`src/rtl/pll_pkg.sv`:
```
`default_nettype none
// ============================================================================
// Module   : pll_pkg
// Purpose  : Lock-state encoding and default loop constants shared by the
//            loop filter / DCO and the phase detector bench.
// Revision : 1.0 - initial release
// ============================================================================
package pll_pkg;

  typedef enum logic [0:0] {
    ACQ    = 1'b0,
    LOCKED = 1'b1
  } lock_state_t;

  localparam int C_CNT_W        = 16;
  localparam int C_NOMINAL_HALF = 50;
  localparam int C_MIN_HALF     = 10;
  localparam int C_MAX_HALF     = 200;
  localparam int C_KI           = 1;
  localparam int C_KP           = 4;
  localparam int C_LOCK_EDGES   = 16;

endpackage
`default_nettype wire

```
`src/rtl/dco_counter.sv`:
```
`default_nettype none
// ============================================================================
// Module   : dco_counter
// Purpose  : Phase counter of the DCO. Counts clk_i cycles against a limit
//            supplied every cycle and toggles signal_o when the limit is hit.
// Revision : 1.0 - initial release
// ============================================================================
module dco_counter #(
  parameter int CNT_W = 16
) (
  input  logic             clk_i,
  input  logic             reset_i,
  input  logic [CNT_W-1:0] limit_i,
  output logic             signal_o,
  output logic             toggle_o
);

  logic [CNT_W-1:0] r_cnt;
  logic             r_signal;
  logic [CNT_W:0]   w_cnt_inc;

  // One extra bit keeps cnt+1 exact; a count already past a freshly
  // shortened limit still satisfies >= and toggles at the next edge.
  assign w_cnt_inc = {1'b0, r_cnt} + {{CNT_W{1'b0}}, 1'b1};
  assign toggle_o  = (w_cnt_inc >= {1'b0, limit_i});
  assign signal_o  = r_signal;

  // Advance the phase counter; restart it and flip the output on a toggle.
  always_ff @(posedge clk_i or negedge reset_i) begin
    if (!reset_i) begin
      r_cnt    <= '0;
      r_signal <= 1'b0;
    end else if (toggle_o) begin
      r_cnt    <= '0;
      r_signal <= ~r_signal;
    end else begin
      r_cnt    <= w_cnt_inc[CNT_W-1:0];
    end
  end

endmodule
`default_nettype wire

```
`src/rtl/loop_filter_dco.sv`:
```
`default_nettype none
// ============================================================================
// Module   : loop_filter_dco
// Purpose  : PI loop filter driving a counter-based DCO. Holds the integral
//            half-period, the one-shot proportional kick, the lock FSM and
//            the status flags.
// Revision : 1.0 - initial release
// ============================================================================
module loop_filter_dco
  import pll_pkg::*;
#(
  parameter int CNT_W        = C_CNT_W,
  parameter int NOMINAL_HALF = C_NOMINAL_HALF,
  parameter int MIN_HALF     = C_MIN_HALF,
  parameter int MAX_HALF     = C_MAX_HALF,
  parameter int KI           = C_KI,
  parameter int KP           = C_KP,
  parameter int LOCK_EDGES   = C_LOCK_EDGES
) (
  input  logic             clk_i,
  input  logic             reset_i,
  input  logic             forwarding_i,
  input  logic             slowing_i,
  output logic             signal_o,
  output logic [CNT_W-1:0] half_period_o,
  output logic             lock_o,
  output logic             sat_o,
  output logic             conflict_o
);

  localparam int Q_W = $clog2(LOCK_EDGES + 1);

  localparam logic [CNT_W-1:0] C_NOM      = CNT_W'(NOMINAL_HALF);
  localparam logic [CNT_W-1:0] C_MIN      = CNT_W'(MIN_HALF);
  localparam logic [CNT_W-1:0] C_MAX      = CNT_W'(MAX_HALF);
  localparam logic [CNT_W-1:0] C_KI_V     = CNT_W'(KI);
  localparam logic [CNT_W-1:0] C_KICK_POS = CNT_W'(KP);
  localparam logic [CNT_W-1:0] C_KICK_NEG = CNT_W'(-KP);
  localparam logic [Q_W-1:0]   C_LOCK_Q   = Q_W'(LOCK_EDGES);
  localparam logic [Q_W-1:0]   C_Q_ONE    = Q_W'(1);

  logic [CNT_W-1:0] r_hp;
  logic [CNT_W-1:0] r_kick;       // two's complement, only 0 / +KP / -KP
  logic             r_sat;
  logic             r_conflict;
  logic [Q_W-1:0]   r_quiet;
  lock_state_t      r_state;
  logic             r_lock;

  logic             w_fwd;
  logic             w_slow;
  logic             w_both;
  logic             w_event;
  logic             w_toggle;
  logic             w_signal;
  logic             w_rise;
  logic [CNT_W-1:0] w_hp_next;
  logic [CNT_W-1:0] w_limit;
  logic [Q_W-1:0]   w_quiet_inc;

  assign w_fwd       = forwarding_i & ~slowing_i;
  assign w_slow      = slowing_i & ~forwarding_i;
  assign w_both      = forwarding_i & slowing_i;
  assign w_event     = forwarding_i | slowing_i;
  assign w_rise      = w_toggle & ~w_signal;
  assign w_quiet_inc = r_quiet + C_Q_ONE;

  // Limit may wrap-add a negative kick; MIN_HALF > KP keeps it positive.
  assign w_limit = r_hp + r_kick;

  // Clamped integral step for a single, non-conflicting correction.
  always_comb begin
    w_hp_next = r_hp;
    if (w_fwd) begin
      w_hp_next = (r_hp <= C_MIN + C_KI_V) ? C_MIN : r_hp - C_KI_V;
    end else if (w_slow) begin
      w_hp_next = (r_hp >= C_MAX - C_KI_V) ? C_MAX : r_hp + C_KI_V;
    end
  end

  dco_counter #(
    .CNT_W (CNT_W)
  ) u_dco_counter (
    .clk_i    (clk_i),
    .reset_i  (reset_i),
    .limit_i  (w_limit),
    .signal_o (w_signal),
    .toggle_o (w_toggle)
  );

  // Integral half-period, proportional kick and the saturation/conflict flags.
  // A new pulse outranks the toggle clear so a kick landing on the toggle
  // edge shapes the half that is just starting.
  always_ff @(posedge clk_i or negedge reset_i) begin
    if (!reset_i) begin
      r_hp       <= C_NOM;
      r_kick     <= '0;
      r_sat      <= 1'b0;
      r_conflict <= 1'b0;
    end else begin
      r_hp       <= w_hp_next;
      r_sat      <= (w_hp_next == C_MIN) || (w_hp_next == C_MAX);
      r_conflict <= w_both;
      if (w_fwd) begin
        r_kick <= C_KICK_NEG;
      end else if (w_slow) begin
        r_kick <= C_KICK_POS;
      end else if (w_toggle) begin
        r_kick <= '0;
      end
    end
  end

  // Lock FSM: quiet rising edges accumulate to LOCKED, any correction
  // (including a conflict) drops back to ACQ with the count cleared.
  always_ff @(posedge clk_i or negedge reset_i) begin
    if (!reset_i) begin
      r_state <= ACQ;
      r_quiet <= '0;
      r_lock  <= 1'b0;
    end else if (w_event) begin
      r_state <= ACQ;
      r_quiet <= '0;
      r_lock  <= 1'b0;
    end else begin
      case (r_state)
        ACQ: begin
          if (w_rise) begin
            r_quiet <= w_quiet_inc;
            if (w_quiet_inc == C_LOCK_Q) begin
              r_state <= LOCKED;
              r_lock  <= 1'b1;
            end
          end
        end
        LOCKED: begin
          r_lock <= 1'b1;
        end
        default: begin
          r_state <= ACQ;
          r_lock  <= 1'b0;
        end
      endcase
    end
  end

  assign signal_o      = w_signal;
  assign half_period_o = r_hp;
  assign lock_o        = r_lock;
  assign sat_o         = r_sat;
  assign conflict_o    = r_conflict;

endmodule
`default_nettype wire

```
`config.mk`:
```
export PLATFORM = sky130hd
export DESIGN_NAME = loop_filter_dco
export DESIGN_NICKNAME = d
export VERILOG_FILES = /design/src/rtl/pll_pkg.sv /design/src/rtl/dco_counter.sv /design/src/rtl/loop_filter_dco.sv
export SDC_FILE = /design/constraint.sdc
export NUM_CORES = 1
export LEC_CHECK = 0
export ABC_CLOCK_PERIOD_IN_PS = 6300
export CAP_MARGIN = 20
export CELL_PAD_IN_SITES_DETAIL_PLACEMENT = 0
export CELL_PAD_IN_SITES_GLOBAL_PLACEMENT = 1
export CORE_UTILIZATION = 51
export CTS_BUF_LIST = sky130_fd_sc_hd__clkbuf_4 sky130_fd_sc_hd__clkbuf_8
export DETAILED_ROUTE_END_ITERATION = 7
export GPL_ROUTABILITY_DRIVEN = 0
export PLACE_DENSITY = 0.89
export SLEW_MARGIN = 5
export SYNTH_ARGS = -nofsm -noshare
export SYNTH_HDL_FRONTEND = slang
export SYNTH_SLANG_ARGS = --single-unit
```
`constraint.sdc`:
```
create_clock -name clk_i -period 6.3 [get_ports clk_i]
set_input_delay 0.945 -clock clk_i [delete_from_list [all_inputs] [get_ports clk_i]]
set_output_delay 0.945 -clock clk_i [all_outputs]
set_load 0.005 [all_outputs]
```
Yosys cells after proc, flatten, opt, wreduce, memory -nomap -nowiden
Cells that the tools add are included.
{ "totals": {"reg_bits": 58, "latch_bits": 0, "ramBits": 0, "rom_bits": 0, "in_bits": 4, "wordCells": 56, "memories": 0} }
{ "op_classes": {"n_addsub": 5, "n_mul": 0, "div_mod_pow": 0, "magnitude_cmp": 3, "n_eq_ne": 6, "shifts": 0, "muxes": 19, "bitwise": 9, "reduce_logical": 5} }
{ "ops": {"columns": ["op", "n"], "rows": [
  ["$mux 16", 8],
  ["$add 16x1->17 const B", 1],
  ["$ge 17x16->1", 1],
  ["$add 16x1->16 const B", 1],
  ["$add 16x16->16", 1],
  ["$eq 16x4->1 const B", 1],
  ["$eq 16x8->1 const B", 1],
  ["$ge 16x8->1 const B", 1],
  ["$le 16x4->1 const B", 1],
  ["$sub 16x1->16 const B", 1],
  ["$mux 5", 3],
  ["$mux 1", 7],
  ["$ne 3x3->1 const B", 2],
  ["$add 5x1->5 const B", 1],
  ["$eq 5x5->1 const B", 1],
  ["$and 1x1->1", 4],
  ["$not 1->1", 4],
  ["$reduce_and 2->1", 2],
  ["$reduce_bool 3->1", 1],
  ["$ne 2x1->1 const B", 1],
  ["$pmux 1 s2", 1],
  ["$reduce_bool 2->1", 1],
  ["$logic_or 1x1->1", 1],
  ["$or 1x1->1", 1]
]} }

Depth between registers and ports, before layout
Gate-level depths: netlist (run 1).
{ "depth": {"depth_word": 6, "depth_mapped": 17} }

Cells and area by module
A second synthesis (run 1) with hierarchy kept.
{ "unflattened": {"hier_cells": 399, "hier_area_um2": 3547.2} }
{ "by_module_without_submodules": {"columns": ["mod", "n_inst", "cells_each", "area_each_um2"], "rows": [
  ["loop_filter_dco", 1, 265, 2309.7],
  ["dco_counter", 1, 134, 1237.4]
]} }

Worst setup path after synthesis (run 1)
No wires, ideal clock.
{ "synth_timing": {"path_type": "register to register", "start": "register r_kick[14]", "end": "register u_dco_counter.r_cnt[4]", "setup_time_ns": 0.066, "arrival_time_ns": 3.942, "t_required_ns": 6.234, "slack_ns": 2.292, "stages_incl_launch_ff": 15, "n_path_buf": 1, "period_less_slack_ns": 4.008, "path_cell_list": "dfrtp_1 -> ha_1 -> a211oi_1 -> o21ai_1 -> a31o_2 -> a41o_1 -> o41ai_1 -> o211ai_1 -> ha_1 -> nand2_1 -> nor2_1 -> a221o_1 -> a211oi_1 -> clkbuf_1 -> and2_1"} }
{ "synth_via": {"elab_chain_cells": 3} }
{ "synth_lines": {"columns": ["element", "line", "rtl"], "rows": [
  ["start, declared", "loop_filter_dco.sv:43", "logic [CNT_W-1:0] r_kick;"],
  ["start signal, assigned", "loop_filter_dco.sv:97", "r_kick <= '0;"],
  ["start signal, assigned", "loop_filter_dco.sv:105", "r_kick <= C_KICK_NEG;"],
  ["start signal, assigned", "loop_filter_dco.sv:107", "r_kick <= C_KICK_POS;"],
  ["$add 16x16->16", "loop_filter_dco.sv:69", "assign w_limit = r_hp + r_kick;"],
  ["$ge 17x16->1", "dco_counter.sv:25", "assign toggle_o = (w_cnt_inc >= {1'b0, limit_i});"],
  ["$mux 16", "dco_counter.sv:33", "end else if (toggle_o) begin"],
  ["end signal, assigned", "dco_counter.sv:37", "r_cnt <= w_cnt_inc[CNT_W-1:0];"],
  ["end, declared", "dco_counter.sv:18", "logic [CNT_W-1:0] r_cnt;"]
]} }
No other way between the ends.
A chain may end at the register's enable or synchronous reset.

Worst setup path after layout (run 1)
{ "layout_timing": {"start": "register r_hp[2], in the netlist half_period_o[2]", "end": "register r_quiet[3]"} }
{ "layout_via": {"elab_chain_cells": 5} }
{ "layout_lines": {"columns": ["element", "line", "rtl"], "rows": [
  ["start, declared", "loop_filter_dco.sv:42", "logic [CNT_W-1:0] r_hp;"],
  ["start signal, assigned", "loop_filter_dco.sv:101", "r_hp <= w_hp_next;"],
  ["$add 16x16->16", "loop_filter_dco.sv:69", null],
  ["$ge 17x16->1", "dco_counter.sv:25", null],
  ["$and 1x1->1", "loop_filter_dco.sv:65", "assign w_rise = w_toggle & ~w_signal;"],
  ["$reduce_bool 2->1 (no line)", null, null],
  ["$reduce_and 2->1 (no line)", null, null],
  ["end signal, assigned", "loop_filter_dco.sv:129", "r_quiet <= w_quiet_inc;"],
  ["end, declared", "loop_filter_dco.sv:46", "logic [Q_W-1:0] r_quiet;"]
]} }
No other way between the ends.

==> impl_metrics.ini, run 1 <==
[layout]
num-nets-final = 446
layout-drive-gt1-share = 0.0593
fillers = 584
n_antenna_cell = 0
syn_to_final_growth_pct = 10.9

[synthesis]
ys_ff_latch = 44
synthFlopType = dfrtp_1
synth_common_cells = dfrtp_1 (41), ha_1 (37), nand2_1 (33), nor2_1 (23)
netlist_instances = 384
synth.largest_area_cell = dfrtp_1
synthesis.nets = 426
yosysUniqueCellTypes = 62
synth_top_area_share = 0.294
synth_edf_count = 0
yosysWarnings = 0
syn_area_sq_um = 3490
yosysSeqAreaShare = 0.316
synth.avg_cell_area_sq_um = 9.10
synth-async-reset-ratio = 1.00
yosysMostFrequentCell = dfrtp_1
ys_top_cells_by_area = dfrtp_1 (29%), ha_1 (13%), xor2_1 (4.3%)

[route]
viasPerCell = 6.02
wirelength_mm = 7.58
drtAntennaViolNets = 0
firstDrtPassIters = 4
vias = 2901
drt_iter0_markers = 133
wl_per_cell_microns = 15.7
drc = 0

[sta]
slew_viol_final = 0
period_minus_slack_ps = 4110
finalSetupTns_ps = 0
finClkSkew_ps = 11.4
finalCritPeriodShare = 0.652
maxSlewHeadroom = 0.474
finalSetupViolCount = 0
rsz0062_at_grt = false
max_freq_ghz = 0.243
setup_ws_ps = 2190
finalHoldViolCount = 0
max_slew.worst_pin.slew_ps = 787

[floorplanning]
die-area_sq_um = 7180
row_count = 29
die_y_microns = 84.8
initial_core_util = 0.538
core_sq_um = 6490
die_w_microns = 84.8
io_pins = 24

[worst_setup_path]
critical_path.max_fanout = 19
critPathLaunch = half_period_o[2]$_DFF_PN0_
cp.required_ps = 6530
crit_type = reg2reg
crit_chain = ha_1 > inv_1 > fa_1 > nor2b_1 > o21ai_0 > a21oi_1 > o41a_1 > a41o_1 > o211ai_1 > xor2_1 > ha_1 > nand2_1 > nor2_1 > a221o_1 > a211oi_1 > buf_4 > nor4bb_1 > mux2i_1
endpoint_kind = register
rr_startpoint = half_period_o[2]$_DFF_PN0_
critPathLaunchType = register
crit_family = compound AO/OA/AOI/OAI gates
cp_slowest_stage_delay_ps = 610
cp.buffers_inverters = 2
critPathMostFrequentCell = ha_1
r2r_slack_ps = 2190
critPathSlowestCell = dfrtp_1
worstPathArrival_ps = 4340

[cts]
hold_buffers = 0
clkTransAtPathRegs_ps = 90
h-tree-depth = 2
cts_resized = 0
clk_latency_ps = 300
cts_tree = yes
cts_made_buffers = 5
post-cts-setup-buffer-count = 0
cts_buffer_depth = 2
cts_num_sinks = 44
clock-root-buffer = clkbuf_8

[placement]
dp_worst_setup_slack_ps = 2200
hpwl_mm = 5.66
io_buffers = 23

[grt]
antenna_found_initial = 0
track_usage = 0.224
grt_max_degree = 45
grt_pass1_vias = 2657
grt_pass1_wl_mm = 12.9
gr-total-overflow = 0

[pwr]
seq_power_share = 0.324
p_clk_frac = 0.124
ir_worst_vdd_v = 0.000222
pwr-share-comb = 0.552
p_sw_uw = 669
powerDensity_nw_per_um2 = 385
leakage_uw = 0.00181
p_int_uw = 823
p_sw_frac = 0.448

[worst_hold_path]
min_path_type = in2async

[job]
maxCapViolations = 0

[outcome]
status = completed
-- power by group through the flow --
stage | clock network (uW) | logic [uW] | registers (uW)
after floorplan | 0 | 643 | 426
after global placement | 0 | 808 | 484
after detailed placement | 0 | 821 | 486
after CTS | 189 | 827 | 481
after global routing | 203 | 928 | 499
final | 185 | 824 | 483
-- cell usage in the layout, fill, tap and decap left out, types with 15 or more instances in the layout --
| cell type | n |
|---|---|
| nand2_1 | 33 |
| nor3_1 | 16 |
| clkdlybuf4s50_1 | 22 |
| nor2_1 | 23 |
| nand3_1 | 15 |
| xor2_1 | 17 |
| dfrtp_1 | 41 |
| a21oi_1 | 17 |
| ha_1 | 37 |
| and2_1 | 17 |
-- flip-flops by register name, summed over array words and instances (netlist names), 2 cells and up --
register / cells
r_quiet: 5
u_dco_counter.r_cnt: 16
half_period_o: 16
r_kick: 2
-- through the flow --
| stage | power [uW] | cells | utilization | cell area, sq um | hold WS, ps |
|---|---|---|---|---|---|
| 4_1_cts | 1500 | 481 | 0.593 | 3850 | 510 |
| 2_1_floorplan | 1070 | 384 | - | 3490 | 451 |
| 5_1_grt | 1630 | 482 | 0.596 | 3870 | 525 |
| 6_report | 1490 | 482 | 0.596 | 3870 | 507 |
| 3_3_place_gp | 1290 | 473 | 0.579 | 3760 | 479 |
| 3_5_place_dp | 1310 | 473 | 0.579 | 3760 | 483 |
-- cell type report --
| cell class | instances | area, sq um | share of cell area |
|---|---|---|---|
| Sequential cell | 44 | 1100 | 0.285 |
| Multi-Input combinational cell | 314 | 2270 | 0.587 |
| Clock buffer | 5 | 68.8 | 0.0178 |
| Inverter | 14 | 52.6 | 0.0136 |
| Clock inverter | 3 | 23.8 | 0.00614 |
| Timing Repair Buffer | 25 | 253 | 0.0653 |
| Tap cell | 77 | 96.3 | 0.0249 |
-- worst register-to-register path, cell delays in order, from the launching register on --
cell      delay [ps]
dfrtp_1          610
ha_1             280
inv_1             70
fa_1             400
nor2b_1          120
o21ai_0          100
a21oi_1          250
o41a_1           180
a41o_1           220
o211ai_1         130
xor2_1           150
ha_1             290
nand2_1           70
nor2_1           150
a221o_1          180
a211oi_1          50
buf_4            200
nor4bb_1         370
mux2i_1          220
-- cells by family after synthesis --
group                    count (synthesis)  synth area share
AND/OR/NAND/NOR                        151             0.236
adder cells (fa/ha/maj)                 38             0.138
AO/OA/AOI/OAI                           92             0.192
XOR/XNOR                                28            0.0702
multiplexers                             5            0.0143
buffers and inverters                   26            0.0330
flip-flops                              44             0.316
-- final timing paths --
kind,cells after the start,end
setup / recovery,18,r_quiet[3]$_DFFE_PN0P_
hold / removal,1,half_period_o[3]$_DFF_PN0_
setup reg to reg,18,r_quiet[3]$_DFFE_PN0P_
hold reg to reg,2,lock_o$_DFFE_PN0P_
max in group asynchronous,2,half_period_o[4]$_DFF_PN1_
min in group clk_i,2,lock_o$_DFFE_PN0P_
-- per-layer routing --
| metal | vias up | GRT usage | wire length [microns] |
|---|---|---|---|
| met1 | 1376 | 0.310 | 3690 |
| met4 | 0 | 0.0632 | 99 |
| met2 | 44 | 0.364 | 3580 |
| li1 | 1473 | - | - |
| met3 | 8 | 0.0354 | 206 |
| met5 | - | 0 | 0 |
No activity file was read; power rests on OpenSTA's default activity.
==> run 2: changes to the inputs <==
ABC_CLOCK_PERIOD_IN_PS = 4200   (was 6300)
CORE_UTILIZATION = 48   (was 51)
PLACE_DENSITY = 0.84   (was 0.89)
clock period = 4.2 ns   (was 6.3 ns; I/O delays follow)
==> run 2 against run 1 <==
Sequential share of layout area fell by 0.97 points. Wire length rose by 7.0%. Design area rose by 3.5%. Global-route usage rose by 0.30 points. First-iteration DRC count rose by 68%. Hold slack got worse by 350 ps. Power rose by 59%. Fmax rose by 7.2%. Die area rose by 6.1%. Register-to-register slack got worse by 1800 ps. Clock power rose by 86%. Count of clock-buffer cells in the layout did not move.
==> impl_metrics.ini, run 2 (synthesis gave the netlist of run 1 again) <==
[outcome]
status = completed

[worst_setup_path]
rr_startpoint = half_period_o[5]$_DFF_PN1_
worstPathArrival_ps = 4070
critical_path.max_fanout = 15
critPathLaunchType = register
cp.required_ps = 4430
critPathLaunch = half_period_o[5]$_DFF_PN1_
crit_type = reg2reg
endpoint_kind = register
reg2regPathDepth = 15

[route]
wl_per_cell_microns = 15.8
drt_iter0_markers = 224
drc = 0
wirelength_mm = 8.11
viasPerCell = 5.79
drtAntennaViolNets = 0
firstDrtPassIters = 4
vias = 2963

[sta]
slew_viol_final = 0
finalHoldViolCount = 0
finClkSkew_ps = 4.40
max_slew.worst_pin.slew_ps = 810
rsz0062_at_grt = false
finalCritPeriodShare = 0.912
finalSetupViolCount = 0
period_minus_slack_ps = 3830
maxSlewHeadroom = 0.458
finalSetupTns_ps = 0
max_freq_ghz = 0.261

[cts]
hold_buffers = 0
clk_latency_ps = 310
cts_made_buffers = 5
cts_num_sinks = 44
cts_buffer_depth = 2
cts_tree = yes
clkTransAtPathRegs_ps = 90
clock-root-buffer = clkbuf_8
h-tree-depth = 2

[grt]
use_met3 = 0.0360
track_usage = 0.227
grt_pass1_vias = 2695
grt_max_degree = 45
grt_use_met1 = 0.338
gr-total-overflow = 0
grt_util_met2 = 0.344
grt_pass1_wl_mm = 13.5
antenna_found_initial = 0
grt_busiest_layer = met2

[pwr]
ir_worst_vdd_v = 0.000340
p_clk_frac = 0.145
seq_power_share = 0.271
powerDensity_nw_per_um2 = 591
leakage_uw = 0.00189
p_sw_uw = 1030
pwr-share-comb = 0.584
p_int_uw = 1340
p_sw_frac = 0.433

[layout]
layout-drive-gt1-share = 0.0865
seq_area_sq_um = 1100
instances_no_fill = 512
syn_to_final_growth_pct = 14.8
layout.cells.most_common = dfrtp_1
num-nets-final = 457
multi_input_area_sq_um = 2280
fillers = 635
n_antenna_cell = 0
layout_common_cells = dfrtp_1 (41), ha_1 (37), nand2_1 (33)

[floorplanning]
die-area_sq_um = 7620
die_y_microns = 87.3
initial_core_util = 0.506
core_sq_um = 6910
die_w_microns = 87.3
row_count = 30
io_pins = 24

[worst_hold_path]
min_path_type = in2async

[placement]
hpwl_mm = 5.93
dp.cells = 500
io_buffers = 23

[job]
maxCapViolations = 0
-- run 2: cell count changes in the layout (fill, tap and decap cells not counted), sizes merged --
cell	previous run	this run
buf	3	14
bufinv	0	1
clkinv	1	0
clkinvlp	2	1
inv	14	15
-- run 2: layout make-up --
type | count | share of cell area
sequential | 44 | 0.276
inverter | 14 | 0.0131
clock buffer | 5 | 0.0172
clock inverter | 3 | 0.0115
tap | 96 | 0.0300
multi-input combinational | 314 | 0.569
timing repair buffer | 36 | 0.0836
-- run 2: worst max-delay path, cell delays in order (launching register included) --
cell and delay, ps:
dfstp_2 680, ha_1 300, o21ai_0 90, o21ai_1 100, a31o_2 270, a41o_1 260
o41ai_2 340, o211ai_1 180, ha_1 320, nand2_1 70, nor2_1 140, o21a_1 160
a211oi_1 80, buf_4 200, nor4bb_1 340, mux2i_1 220
-- run 2: stage by stage --
stage | area (sq um) | hold slack, ps | util | worst slack [ps] | total power, uW
finish | 4010 | 153 | 0.580 | 368 | 2370
global route | 4010 | 164 | 0.580 | 8.83 | 2580
CTS | 3960 | 496 | 0.573 | 188 | 2350
detailed placement | 3840 | 474 | 0.557 | 234 | 2000
global placement | 3840 | 468 | 0.557 | 343 | 1990
floorplan | 3490 | 334 | - | 192 | 1600
-- run 2: path summary, 6_finish.rpt --
kind	to	slack (ps)
worst max-delay path	r_quiet[3]$_DFFE_PN0P_	370
worst min-delay path	half_period_o[14]$_DFF_PN0_	150
worst max register to register	r_quiet[3]$_DFFE_PN0P_	370
worst min register to register	r_kick[2]$_DFFE_PN0P_	490
max in group asynchronous	half_period_o[4]$_DFF_PN1_	3520
min in group clk_i	r_kick[2]$_DFFE_PN0P_	490
-- run 2: routing by layer --
layer  up-vias  part of all wire
li1       1484                 -
met1      1389              0.50
met2        83              0.44
met3         7             0.051
met4         0            0.0086
met5         -                 0
-- run 2: what timing repair did --
item	4_1_cts	5_1_grt
setup endpoints to repair	0	20
resized for setup	0	2
buffers inserted	0	3
-- run 2: power groups by stage --
stage,Clock (uW),Combinational [uW],Sequential (uW)
finish,344,1380,643
CTS,347,1370,641
global route,366,1560,661
global placement,0,1340,648
floorplan,0,964,640
detailed placement,0,1350,649
